### config.mk
export PLATFORM = sky130hd
export DESIGN_NAME = gobou_layer_seq
export DESIGN_NICKNAME = d
export VERILOG_FILES = /design/src/rtl/gobou_layer_seq.sv
export SDC_FILE = /design/constraint.sdc
export NUM_CORES = 1
export LEC_CHECK = 0
export BUFFER_PORTS_ARGS = -buffer_cell sky130_fd_sc_hd__buf_4
export CAP_MARGIN = 20
export CORE_ASPECT_RATIO = 0.6
export CORE_MARGIN = 2
export CORE_UTILIZATION = 60
export CTS_CLUSTER_SIZE = 40
export DETAILED_ROUTE_END_ITERATION = 8
export PLACE_DENSITY_LB_ADDON = 0.25
export SLEW_MARGIN = 30
export SYNTH_ARGS = -nofsm -noshare
export SYNTH_HDL_FRONTEND = slang
export SYNTH_SLANG_ARGS = --single-unit
### constraint.sdc
create_clock -name clk -period 24.1 [get_ports clk]
set_input_delay 0 -clock clk [delete_from_list [all_inputs] [get_ports clk]]
set_output_delay 0 -clock clk [all_outputs]
set_load 0.01 [all_outputs]
### src/rtl/gobou_layer_seq.sv
// ---------------------------------------------------------------------------
// gobou_layer_seq
//
// Initiator side of the gobou core req/ack handshake. The host fills a small
// table with per-layer fully-connected parameters. A start pulse then runs
// layers 0..count-1 in order. For each layer the sequencer:
//   1. loads the table entry onto the parameter outputs,
//   2. waits for the core to be idle (ack high),
//   3. raises req and holds it until the core drops ack, and
//   4. waits for ack to return high, which marks the layer as finished.
// If ack never falls after req rises, the run is aborted with a sticky err.
//
// Ports
//   clk, xrst        clock; synchronous active-low reset
//   cfg_*            table write port (cfg_we strobe, cfg_addr index, fields)
//   num_layers       layer count, sampled on an accepted start
//   start            run request, single-cycle pulse
//   ack              core status; high means the core is idle
//   req              core request; the core acts on its rising edge
//   in_offset ..     parameters of the current layer, registered
//   relu_en
//   layer_idx        index of the layer being run
//   busy             high from start accept until the end of the run
//   done             single-cycle pulse at the end of a run
//   err              sticky handshake timeout flag
// ---------------------------------------------------------------------------
module gobou_layer_seq #(
  parameter int MAXLAYER      = 8,
  parameter int TIMEOUT       = 2**20,
  parameter int MEMSIZE       = 16,
  parameter int GOBOU_NETSIZE = 16,
  parameter int LWIDTH        = 12
) (
  input  logic                          clk,
  input  logic                          xrst,
  input  logic                          cfg_we,
  input  logic [$clog2(MAXLAYER)-1:0]   cfg_addr,
  input  logic [MEMSIZE-1:0]            cfg_in_off,
  input  logic [MEMSIZE-1:0]            cfg_out_off,
  input  logic [GOBOU_NETSIZE-1:0]      cfg_net_off,
  input  logic [LWIDTH-1:0]             cfg_tot_out,
  input  logic [LWIDTH-1:0]             cfg_tot_in,
  input  logic                          cfg_bias_en,
  input  logic                          cfg_relu_en,
  input  logic [$clog2(MAXLAYER):0]     num_layers,
  input  logic                          start,
  input  logic                          ack,
  output logic                          req,
  output logic [MEMSIZE-1:0]            in_offset,
  output logic [MEMSIZE-1:0]            out_offset,
  output logic [GOBOU_NETSIZE-1:0]      net_offset,
  output logic [LWIDTH-1:0]             total_out,
  output logic [LWIDTH-1:0]             total_in,
  output logic                          bias_en,
  output logic                          relu_en,
  output logic [$clog2(MAXLAYER)-1:0]   layer_idx,
  output logic                          busy,
  output logic                          done,
  output logic                          err
);

  localparam int AW = $clog2(MAXLAYER);
  localparam int CW = AW + 1;
  localparam int TW = $clog2(TIMEOUT + 1);

  typedef struct packed {
    logic [MEMSIZE-1:0]       in_off;
    logic [MEMSIZE-1:0]       out_off;
    logic [GOBOU_NETSIZE-1:0] net_off;
    logic [LWIDTH-1:0]        tot_out;
    logic [LWIDTH-1:0]        tot_in;
    logic                     bias_en;
    logic                     relu_en;
  } entry_t;

  typedef enum logic [2:0] {
    S_IDLE,
    S_LOAD,
    S_ARM,
    S_REQ,
    S_WAIT
  } state_t;

  // Parameter table; read only in S_LOAD, so the parameter register doubles
  // as the registered read port of the memory.
  entry_t table_mem [MAXLAYER];

  state_t          state_reg;
  entry_t          cur_reg;
  logic [AW-1:0]   layer_idx_reg;
  logic [CW-1:0]   count_reg;
  logic [CW-1:0]   count_next;
  logic [TW-1:0]   tmo_reg;
  logic            req_reg;
  logic            busy_reg;
  logic            done_reg;
  logic            err_reg;
  logic            addr_ok;
  logic            last_layer;
  entry_t          wr_entry;

  assign wr_entry = '{
    in_off:  cfg_in_off,
    out_off: cfg_out_off,
    net_off: cfg_net_off,
    tot_out: cfg_tot_out,
    tot_in:  cfg_tot_in,
    bias_en: cfg_bias_en,
    relu_en: cfg_relu_en
  };

  // Only matters when MAXLAYER is not a power of two.
  assign addr_ok = (int'(cfg_addr) < MAXLAYER);

  // Requested layer count, clamped to the table depth.
  assign count_next = (num_layers > CW'(MAXLAYER)) ? CW'(MAXLAYER) : num_layers;

  assign last_layer = (({1'b0, layer_idx_reg} + CW'(1)) == count_reg);

  // Table write port. The host cannot alter entries while a run is active,
  // so a layer always uses the value present at start time.
  always_ff @(posedge clk) begin
    if (cfg_we && !busy_reg && addr_ok) begin
      table_mem[cfg_addr] <= wr_entry;
    end
  end

  // Sequencer FSM with registered outputs.
  always_ff @(posedge clk) begin
    if (!xrst) begin
      state_reg     <= S_IDLE;
      cur_reg       <= '0;
      layer_idx_reg <= '0;
      count_reg     <= '0;
      tmo_reg       <= '0;
      req_reg       <= 1'b0;
      busy_reg      <= 1'b0;
      done_reg      <= 1'b0;
      err_reg       <= 1'b0;
    end else begin
      done_reg <= 1'b0;
      case (state_reg)
        S_IDLE: begin
          if (start) begin
            if (num_layers == '0) begin
              // Empty run: report completion without touching the core.
              done_reg <= 1'b1;
            end else begin
              count_reg     <= count_next;
              err_reg       <= 1'b0;
              layer_idx_reg <= '0;
              busy_reg      <= 1'b1;
              state_reg     <= S_LOAD;
            end
          end
        end

        S_LOAD: begin
          cur_reg   <= table_mem[layer_idx_reg];
          state_reg <= S_ARM;
        end

        S_ARM: begin
          // Parameters have been stable for at least one cycle here, and
          // req is known low, so the next rise is a clean edge.
          if (ack) begin
            req_reg   <= 1'b1;
            tmo_reg   <= '0;
            state_reg <= S_REQ;
          end
        end

        S_REQ: begin
          if (!ack) begin
            req_reg   <= 1'b0;
            state_reg <= S_WAIT;
          end else if (tmo_reg == TW'(TIMEOUT - 1)) begin
            // This is the TIMEOUT-th cycle with req high and no response.
            err_reg   <= 1'b1;
            req_reg   <= 1'b0;
            busy_reg  <= 1'b0;
            done_reg  <= 1'b1;
            state_reg <= S_IDLE;
          end else if (tmo_reg != {TW{1'b1}}) begin
            tmo_reg <= tmo_reg + TW'(1);
          end
        end

        S_WAIT: begin
          if (ack) begin
            if (last_layer) begin
              done_reg  <= 1'b1;
              busy_reg  <= 1'b0;
              state_reg <= S_IDLE;
            end else begin
              layer_idx_reg <= layer_idx_reg + AW'(1);
              state_reg     <= S_LOAD;
            end
          end
        end

        default: begin
          req_reg   <= 1'b0;
          busy_reg  <= 1'b0;
          state_reg <= S_IDLE;
        end
      endcase
    end
  end

  assign req        = req_reg;
  assign in_offset  = cur_reg.in_off;
  assign out_offset = cur_reg.out_off;
  assign net_offset = cur_reg.net_off;
  assign total_out  = cur_reg.tot_out;
  assign total_in   = cur_reg.tot_in;
  assign bias_en    = cur_reg.bias_en;
  assign relu_en    = cur_reg.relu_en;
  assign layer_idx  = layer_idx_reg;
  assign busy       = busy_reg;
  assign done       = done_reg;
  assign err        = err_reg;

endmodule
**Yosys cells after proc, flatten, opt, wreduce, memory -nomap -nowiden**

Memory sizes are Yosys's and may differ from the RTL's. A register that Yosys moved wholly into a read port is not among the register bits.
Cells that the tools add are included.

- Input bits: 86
- Memories kept: 1
- Bits in latches: 0
- Output and inout port bits: 81
- RAM bits: 592
- Register bits after elaboration: 35
- Logic and storage cells: 94
- Memory bits (read-only): 0

Memory list:

| memory | words | width | read ports | clocked after memory_dff | wr ports | line | RTL |
|---|---|---|---|---|---|---|---|
| table_mem | 8 | 74 | 1 | 1 | 1 | 86 | `entry_t table_mem [MAXLAYER];` |

- Reduce and logical (&&, ||, !) cells: 17
- Multiply operators: 0
- Divide/modulo/power cells: 0
- $add $sub $neg: 3
- Muxes and demuxes: 43
- Bitwise logic cells: 3
- $lt $le $gt $ge: 1
- Equal/unequal tests: 18
- Shift operators: 0

Operators by type and width:

| kind | count |
|---|---|
| 21-bit 2-to-1 mux | 4 |
| 21-bit case mux with 2 select lines | 1 |
| 3-bit 2-to-1 mux | 10 |
| 21-bit by 1-bit adder with 21-bit output, second input constant | 1 |
| 21-bit by 20-bit == test with 1-bit output, second input constant | 1 |
| 1-bit 2-to-1 mux | 21 |
| 21-bit inequality test, second input constant | 1 |
| 2-bit inequality test, second input constant | 10 |
| 5-bit AND reduction | 4 |
| 3-bit case mux with 5 select lines | 1 |
| 7-bit AND reduction | 1 |
| 3-bit by 2-bit == test with 1-bit output, second input constant | 2 |
| 1-bit case mux with 3 select lines | 2 |
| 3-bit case mux with 2 select lines | 1 |
| 3-bit AND reduction | 2 |
| 2-bit nonzero test | 3 |
| 3-bit by 1-bit adder with 4-bit output, second input constant | 1 |
| 4-bit == test | 1 |
| 4-bit greater-than comparator, second input constant | 1 |
| 4-bit zero test | 1 |
| 4-bit 2-to-1 mux | 1 |
| 1-bit case mux with 4 select lines | 1 |
| 3-bit by 1-bit adder with 3-bit output, second input constant | 1 |
| 3-bit by 1-bit == test with 1-bit output, second input constant | 1 |
| 9 further kinds | 12 |

**Depth between registers and ports, before layout**

Gate-level depths: netlist of run 1.

- Depth after elaboration: 5
- Gate-level depth with buffers: 7
- Gate-level depth less buffers: 6

**Worst setup path before layout of run 1**

OpenSTA, ideal clock, no wires.

- Path type: reg2reg
- From: register busy_reg, in the netlist busy
- To: memory table_mem[2][0] (netlist name), enable pin
- Required time: 23.403 ns
- Clock period less this slack: 8.190 ns
- Setup time: 0.697 ns
- Stages on the path, launching flop included: 2
- Arrival time: 7.493 ns
- Buffers on the path: 0
- Setup slack: 15.910 ns
- Cell sequence: dfxtp_1 > nor4_1

- Longest elaborated chain between the ends: 4

Ends and longest elaborated chain:

| item | line | RTL |
|---|---|---|
| from (decl) | 95 | `logic busy_reg;` |
| from (signal assigned) | 137 | `busy_reg <= 1'b0;` |
| from (signal assigned) | 152 | `busy_reg <= 1'b1;` |
| from (signal assigned) | 181 | `busy_reg <= 1'b0;` |
| 1-bit zero test | 123 | `if (cfg_we && !busy_reg && addr_ok) begin` |
| 1-bit logical AND | 123 |  |
| 1-bit 2-to-1 mux | 123 |  |
| 1-bit 2-to-1 mux (implied by the code) | 124 | `table_mem[cfg_addr] <= wr_entry;` |
| to (decl) | 86 |  |

No other way between the ends.

**Final worst setup path of run 1**

- From: register layer_idx_reg[0], in the netlist layer_idx[0]
- To: register state_reg[0]

- Longest elaborated chain between the ends: 5

Ends and longest elaborated chain:

| item | line | RTL |
|---|---|---|
| from (decl) | 90 | `logic [AW-1:0] layer_idx_reg;` |
| from (signal assigned) | 196 | `layer_idx_reg <= layer_idx_reg + AW'(1);` |
| 3-bit by 1-bit adder with 4-bit output | 118 | `assign last_layer = (({1'b0, layer_idx_reg} + CW'(1)) == count_reg);` |
| 4-bit == test | 118 |  |
| 1-bit 2-to-1 mux | 191 | `if (last_layer) begin` |
| 3-bit 2-to-1 mux | 190 | `if (ack) begin` |
| 3-bit case mux with 5 select lines | 142 | `case (state_reg)` |
| to (signal assigned) | 153 | `state_reg <= S_LOAD;` |
| to (signal assigned) | 194 | `state_reg <= S_IDLE;` |
| to (signal assigned) | 197 | `state_reg <= S_LOAD;` |
| to (decl) | 88 | `state_t state_reg;` |

No other way between the ends. The select of a mux whose other input is x is not followed.
A chain may end at the register's enable or synchronous reset.

==> results of run 1 <==
==> kinds of logic after synthesis <==
family,share of synthesized area
flip-flops,0.7554
multiplexers,0.1546
adder cells (fa/ha/maj),0.0009469
AND/OR/NAND/NOR,0.03575
AO/OA/AOI/OAI,0.03220
buffers and inverters,0.01454
XOR/XNOR,0.006629
==> cell usage in the layout (no fill, tap or decap), types with 5 or more instances in the layout <==
cell	instances
buf_4	187
nor3_1	8
a21oi_1	10
clkbuf_16	59
xor2_1	10
nor2_1	102
o211ai_1	5
edfxtp_1	592
and3_1	8
nand2_1	18
a211oi_1	78
clkinv_2	13
clkinv_1	9
nand3b_1	7
xnor2_1	10
nand4_1	6
nand3_1	13
mux4_2	148
dlygate4sd3_1	81
dfxtp_1	106
clkbuf_1	13
mux2i_1	75
o21ai_0	7
==> worst min-delay path by stage <==
stage                     from                          to  cells after the start
2_1_floorplan      cfg_relu_en   table_mem[0][0]$_DFFE_PP_                      0
3_3_place_gp   cfg_net_off[14]  table_mem[1][40]$_DFFE_PP_                      1
3_5_place_dp     cfg_in_off[5]  table_mem[5][63]$_DFFE_PP_                      1
4_1_cts            cfg_addr[0]   table_mem[6][3]$_DFFE_PP_                      3
5_1_grt            cfg_addr[0]   table_mem[6][3]$_DFFE_PP_                      3
6_report           cfg_addr[0]   table_mem[6][3]$_DFFE_PP_                      3
==> worst max-delay path: stages, from the launching register on <==
cell and delay, ns:
dfxtp_4 0.74, buf_12 0.41, buf_16 0.46, and2_1 0.22, nand4_1 0.09, a31oi_1 0.65
nand2_1 0.15, a41o_1 0.26
==> where the power goes <==
| group | internal, mW | switching [mW] | total, mW |
|---|---|---|---|
| clock network | 0.484 | 0.413 | 0.897 |
| registers | 1.36 | 0.0241 | 1.39 |
| logic | 0.0774 | 0.106 | 0.183 |
==> final cells by class <==
| cell class | instances | area [um^2] | area share |
|---|---|---|---|
| clock buffer | 76 | 1580 | 0.05107 |
| timing repair buffer | 272 | 2285 | 0.07384 |
| tap | 579 | 724.4 | 0.02341 |
| multi-input combinational | 559 | 6140 | 0.1984 |
| clock inverter | 30 | 219.0 | 0.007076 |
| antenna | 3 | 7.507 | 0.0002426 |
| inverter | 4 | 16.27 | 0.0005257 |
| sequential | 701 | 19970 | 0.6454 |
==> metrics by stage <==
stage                     cells  total power, mW  cell area, um^2
after floorplan            1344            1.494            26420
after global placement     2033            1.578            28280
final                      2224            2.467            30940
after detailed placement   2034            1.586            28310
after global routing       2223            2.548            30940
after CTS                  2221            2.485            30920
==> metal layers <==
layer	global-route usage	wire length, um	vias up
met5	0	11	-
met4	0.05899	1049	2
li1	-	-	5988
met2	0.3810	26310	445
met1	0.3471	23050	7028
met3	0.03648	3154	74
==> repair_timing <==
| item | 4_1_cts | 5_1_grt |
|---|---|---|
| hold endpoints to repair | 623 | 0 |
| hold buffers | 81 | 0 |
| buffers inserted | 0 | 0 |
==> flow_summary.toml, run 1 <==
[status]
status = "finished, final reports clean"

[worst_setup_path]
start_kind = "flop"
cp-endpoint = "state_reg[0]$_SDFFE_PN0P_"
crit_start = "layer_idx[0]$_SDFFE_PN0P_"
r2r_setup_slack_ns = 20.96
path_max_fanout = 76
endpoint_kind = "flop"
worstSetupPathType = "reg -> reg"
worstReg2RegStart = "layer_idx[0]$_SDFFE_PN0P_"
r2r_cells = 7
worstPathRequired_ns = 24.61
crit_arrival_ns = 3.65
r2r-end = "state_reg[0]$_SDFFE_PN0P_"

[global_route]
track_usage = 0.2367
antenna_found_initial = 4
grt_pass1_wl_um = 81160
grt-ovfl-total = 0
grt_max_degree = 77
grt_pass1_vias = 13580

[power]
vdd_drop_max_mv = 0.06786
p_per_area_nw_per_um2 = 79.74
p_leak_nw = 9.851

[place]
port_buffers = 166
detailedPlace.worstSlack_ns = 20.90
gp_congestion = 0.7879
dp_hpwl_um = 28620

[route]
drtIter0Drc = 1200
dr.pass1.iters = 7
via_count = 13540
ant_nets = 0
drcViolationCount = 0
routed_wl_um = 53570
wl_per_cell_um = 24.09
vias_per_cell = 6.087

[clock_tree]
clock_latency_ns = 0.61
cts_tree = "done"
cts_root_buf = "clkbuf_16"
ctsHtreeMaxLevel = 2
cts_buffers = 58
cts.repair.resized = 0
clk_pin_slew_ns = 0.07
cts_buffer_depth = 3
clock_sinks = 701

[synthesis]
yosysTopAreaCellShare = 0.6728
ys_seq_area_frac = 0.7554
netlist_instances = 1344
synth_common_cells = "edfxtp_1, mux4_2, dfxtp_1"
syn_nets = 1432
synthArstFlopShare = 0
synthesis.area_um2 = 26420
synth_top_cell_by_area = "edfxtp_1"
synth.most_common_cell = "edfxtp_1"
syn_avg_cell_area_um2 = 19.66
synth.distinct_cells = 50
synth-edff-count = 592
synth_ff_type = "edfxtp_1"
ys_seq_elements = 701
netlist_top_cells_area = "edfxtp_1, mux4_2, dfxtp_1"
yosysWarnings = 0

[die]
die_w_um = 274.9
start_util = 0.6087
placementRows = 59
design.core.area_um2 = 43410
die-area_um2 = 45790
io_pins = 167
die_h_um = 166.6

[sta]
setup_viol = 0
worst_slew_pin_slew_ns = 0.9993
tns_ns = 0
period_minus_slack_ns = 3.140
slew_headroom = 0.3338
hold_slack_ns = 0.02474
fin_skew_ns = 0.02467
final.setup.worst_slack_ns = 20.96
fin_crit_sh = 0.1303
drv_slew = 0
rsz0062_at_grt = "no"
clock.fmax_ghz = 0.3185
finalHoldViolCount = 0

[final_layout]
fill_cells = 2684
largest_reg_flops = 592
fin_nets = 1684
area_delta_synth_final_pct = 17.10
drive_gt1_frac = 0.2698
final_util = 0.7128

[flow_run]
drv_cap = 0

[hold_path]
min_path_type = "in -> reg"
No activity file was read; power rests on OpenSTA's default activity.
==> run 2, diff against run 1 <==
--- a/config.mk
+++ b/config.mk
@@ -5,6 +5,7 @@
 export SDC_FILE = /design/constraint.sdc
 export NUM_CORES = 1
 export LEC_CHECK = 0
+export ABC_AREA = 1
 export BUFFER_PORTS_ARGS = -buffer_cell sky130_fd_sc_hd__buf_4
 export CAP_MARGIN = 20
 export CORE_ASPECT_RATIO = 0.6
==> constraint.sdc (replaced) <==
create_clock -name clk -period 3.2 [get_ports clk]
set_input_delay 0 -clock clk [delete_from_list [all_inputs] [get_ports clk]]
set_output_delay 0 -clock clk [all_outputs]
set_load 0.01 [all_outputs]
==> run 2 against run 1 <==
  * Final cell count grew 40%
  * Sequential power grew to 7.7 times the previous value
  * First-iteration DRC count up 87%
  * Core utilization increased by 0.47 points
  * Register-to-register slack got worse by 20 ns
  * Largest power group unchanged
  * Highest routed layer unchanged
==> flow_summary.toml, run 2 <==
[power]
p_per_area_nw_per_um2 = 690.5
p_leak_nw = 11.42
p_total_mw = 22.17
vdd_drop_max_mv = 0.5163

[global_route]
track_usage = 0.2774
grt-ovfl-total = 0
grt_max_degree = 223
antenna_found_initial = 3
grt_pass1_vias = 17720
grt_pass1_wl_um = 100700

[worst_setup_path]
worstPathCellList = "buf_12 > buf_4"
crit_slowest_cell = "buf_12"
worstSetupPathType = "reg -> out"
start_kind = "flop"
crit_arrival_ns = 2.25
endpoint_kind = "output port"
worstPathRequired_ns = 3.20
path_max_fanout = 222
slowest_delay_ns = 0.64

[die]
placementRows = 60
die_h_um = 168.7
die-area_um2 = 46980
io_pins = 167
start_util = 0.6062
die_w_um = 278.5
design.core.area_um2 = 44740

[clock_tree]
cts.repair.resized = 0
ctsHtreeMaxLevel = 2
clock_sinks = 701
cts_buffers = 59
cts_buffer_depth = 3
post_cts_buffers = 0
cts_root_buf = "clkbuf_16"
clock_latency_ns = 0.62
hold_buffers = 85
cts_tree = "done"
clk_pin_slew_ns = 0.07

[sta]
period_minus_slack_ns = 2.248
slew_headroom = 0.3991
clock.fmax_ghz = 0.4449
fin_crit_sh = 0.7025
fin_skew_ns = 0.03192
worst_slew_pin_slew_ns = 0.9013
drv_slew = 0
finalHoldViolCount = 0
rsz0062_at_grt = "no"
setup_viol = 0

[synthesis]
synth_top_cell_by_area = "edfxtp_1"
ys_seq_area_frac = 0.7358
netlist_instances = 2241
ys_seq_elements = 701
yosysTopAreaCellShare = 0.6554
synthArstFlopShare = 0
synth.distinct_cells = 37
synth_common_cells = "edfxtp_1, o21ai_0, nor2_1"
syn_avg_cell_area_um2 = 12.10
synthesis.area_um2 = 27120
synth-edff-count = 592
yosysWarnings = 0
syn_nets = 2329
synth_ff_type = "edfxtp_1"
netlist_top_cells_area = "edfxtp_1, dfxtp_1, o21ai_0"
synth.most_common_cell = "edfxtp_1"

[final_layout]
largest_reg_flops = 592
fin_nets = 2550
final_cell_mix = "edfxtp_1, o21ai_0, nor2_1"
fin_cells = 3103
drive_gt1_frac = 0.1317
mostFrequentLayoutCell = "edfxtp_1"
fill_cells = 2988
area_delta_synth_final_pct = 18.35

[route]
routed_wl_um = 65940
wl_per_cell_um = 21.25
drtIter0Drc = 2247
dr.pass1.iters = 6
ant_nets = 0
drcViolationCount = 0
via_count = 18300
vias_per_cell = 5.898

[place]
placed_cells = 2905
gp_congestion = 0.9083
dp_hpwl_um = 34540
port_buffers = 166

[hold_path]
min_path_type = "in -> reg"

[status]
status = "finished, final reports clean"

[flow_run]
drv_cap = 0
run 2: cell types whose count changed after synthesis, sizes merged, moves of 28 or more:
| cell | previous run | this run |
|---|---|---|
| o21ai | 8 | 313 |
| nand2 | 18 | 241 |
| nor2 | 105 | 276 |
| a21oi | 10 | 174 |
| nand3 | 13 | 173 |
| mux4 | 148 | 0 |
| inv | 4 | 123 |
| a211oi | 78 | 2 |
| mux2i | 75 | 0 |
| o211ai | 5 | 74 |
| clkbuf | 40 | 68 |
run 2: final timing paths:
check | from | to | slack, ns | cells after the start
setup / recovery | layer_idx[0]$_SDFFE_PN0P_ | layer_idx[0] | 0.95 | 2
hold / removal | cfg_addr[2] | table_mem[6][15]$_DFFE_PP_ | 0.02 | 3
setup reg to reg | layer_idx[0]$_SDFFE_PN0P_ | total_out[11]$_SDFFE_PN0P_ | 0.96 | 5
hold reg to reg | req$_SDFFE_PN0P_ | req$_SDFFE_PN0P_ | 0.48 | 2
run 2: final cells by class:
cell class | instances | area [um^2] | share of cell area
Inverter | 123 | 469.2 | 0.01462
Timing Repair Buffer | 294 | 2711 | 0.08446
Sequential cell | 701 | 19970 | 0.6219
Multi-Input combinational cell | 1283 | 6161 | 0.1919
Antenna cell | 1 | 2.502 | 0.00007795
Clock buffer | 76 | 1613 | 0.05024
Clock inverter | 36 | 442.9 | 0.01380
Tap cell | 589 | 737.0 | 0.02296
run 2: layer usage:
layer  GRT usage  part of all wire
met1      0.4058              0.43
met4     0.06989             0.017
met3     0.04141             0.080
met2      0.4451              0.47
met5           0           0.00036
run 2: per-stage QoR:
stage / utilization / hold WS (ns) / worst slack (ns) / area [um^2] / setup TNS, ns
6_report: 0.7175 / 0.02353 / 0.9521 / 32100 / 0
5_1_grt: 0.7175 / 0.009134 / 0.7577 / 32100 / 0
4_1_cts: 0.7174 / 0.006262 / 0.9719 / 32100 / 0
3_5_place_dp: 0.6524 / 0.2336 / 1.055 / 29190 / 0
3_3_place_gp: 0.6523 / 0.2307 / 1.119 / 29190 / 0
2_1_floorplan: - / 0.07847 / -0.9752 / 27120 / -577.34
run 2: cell families after synthesis:
family                   count (synthesis)  synth area share
AO/OA/AOI/OAI                          570            0.1135
AND/OR/NAND/NOR                        708            0.1090
adder cells (fa/ha/maj)                  2         0.0009224
flip-flops                             701            0.7358
XOR/XNOR                                 3         0.0009689
buffers and inverters                  257           0.03976
run 2: power breakdown:
| group | total [mW] | internal (mW) | switching, mW |
|---|---|---|---|
| Clock | 7.60 | 4.37 | 3.23 |
| Combinational | 3.88 | 1.34 | 2.54 |
| Sequential | 10.7 | 10.4 | 0.312 |
| Total | 22.2 | 16.1 | 6.08 |
run 2: critical path, delay by kind of cell (launching register included):
| family | cells | cell delay [ns] |
|---|---|---|
| buf+inv | 2 | 0.89 |
| flops | 1 | 0.61 |
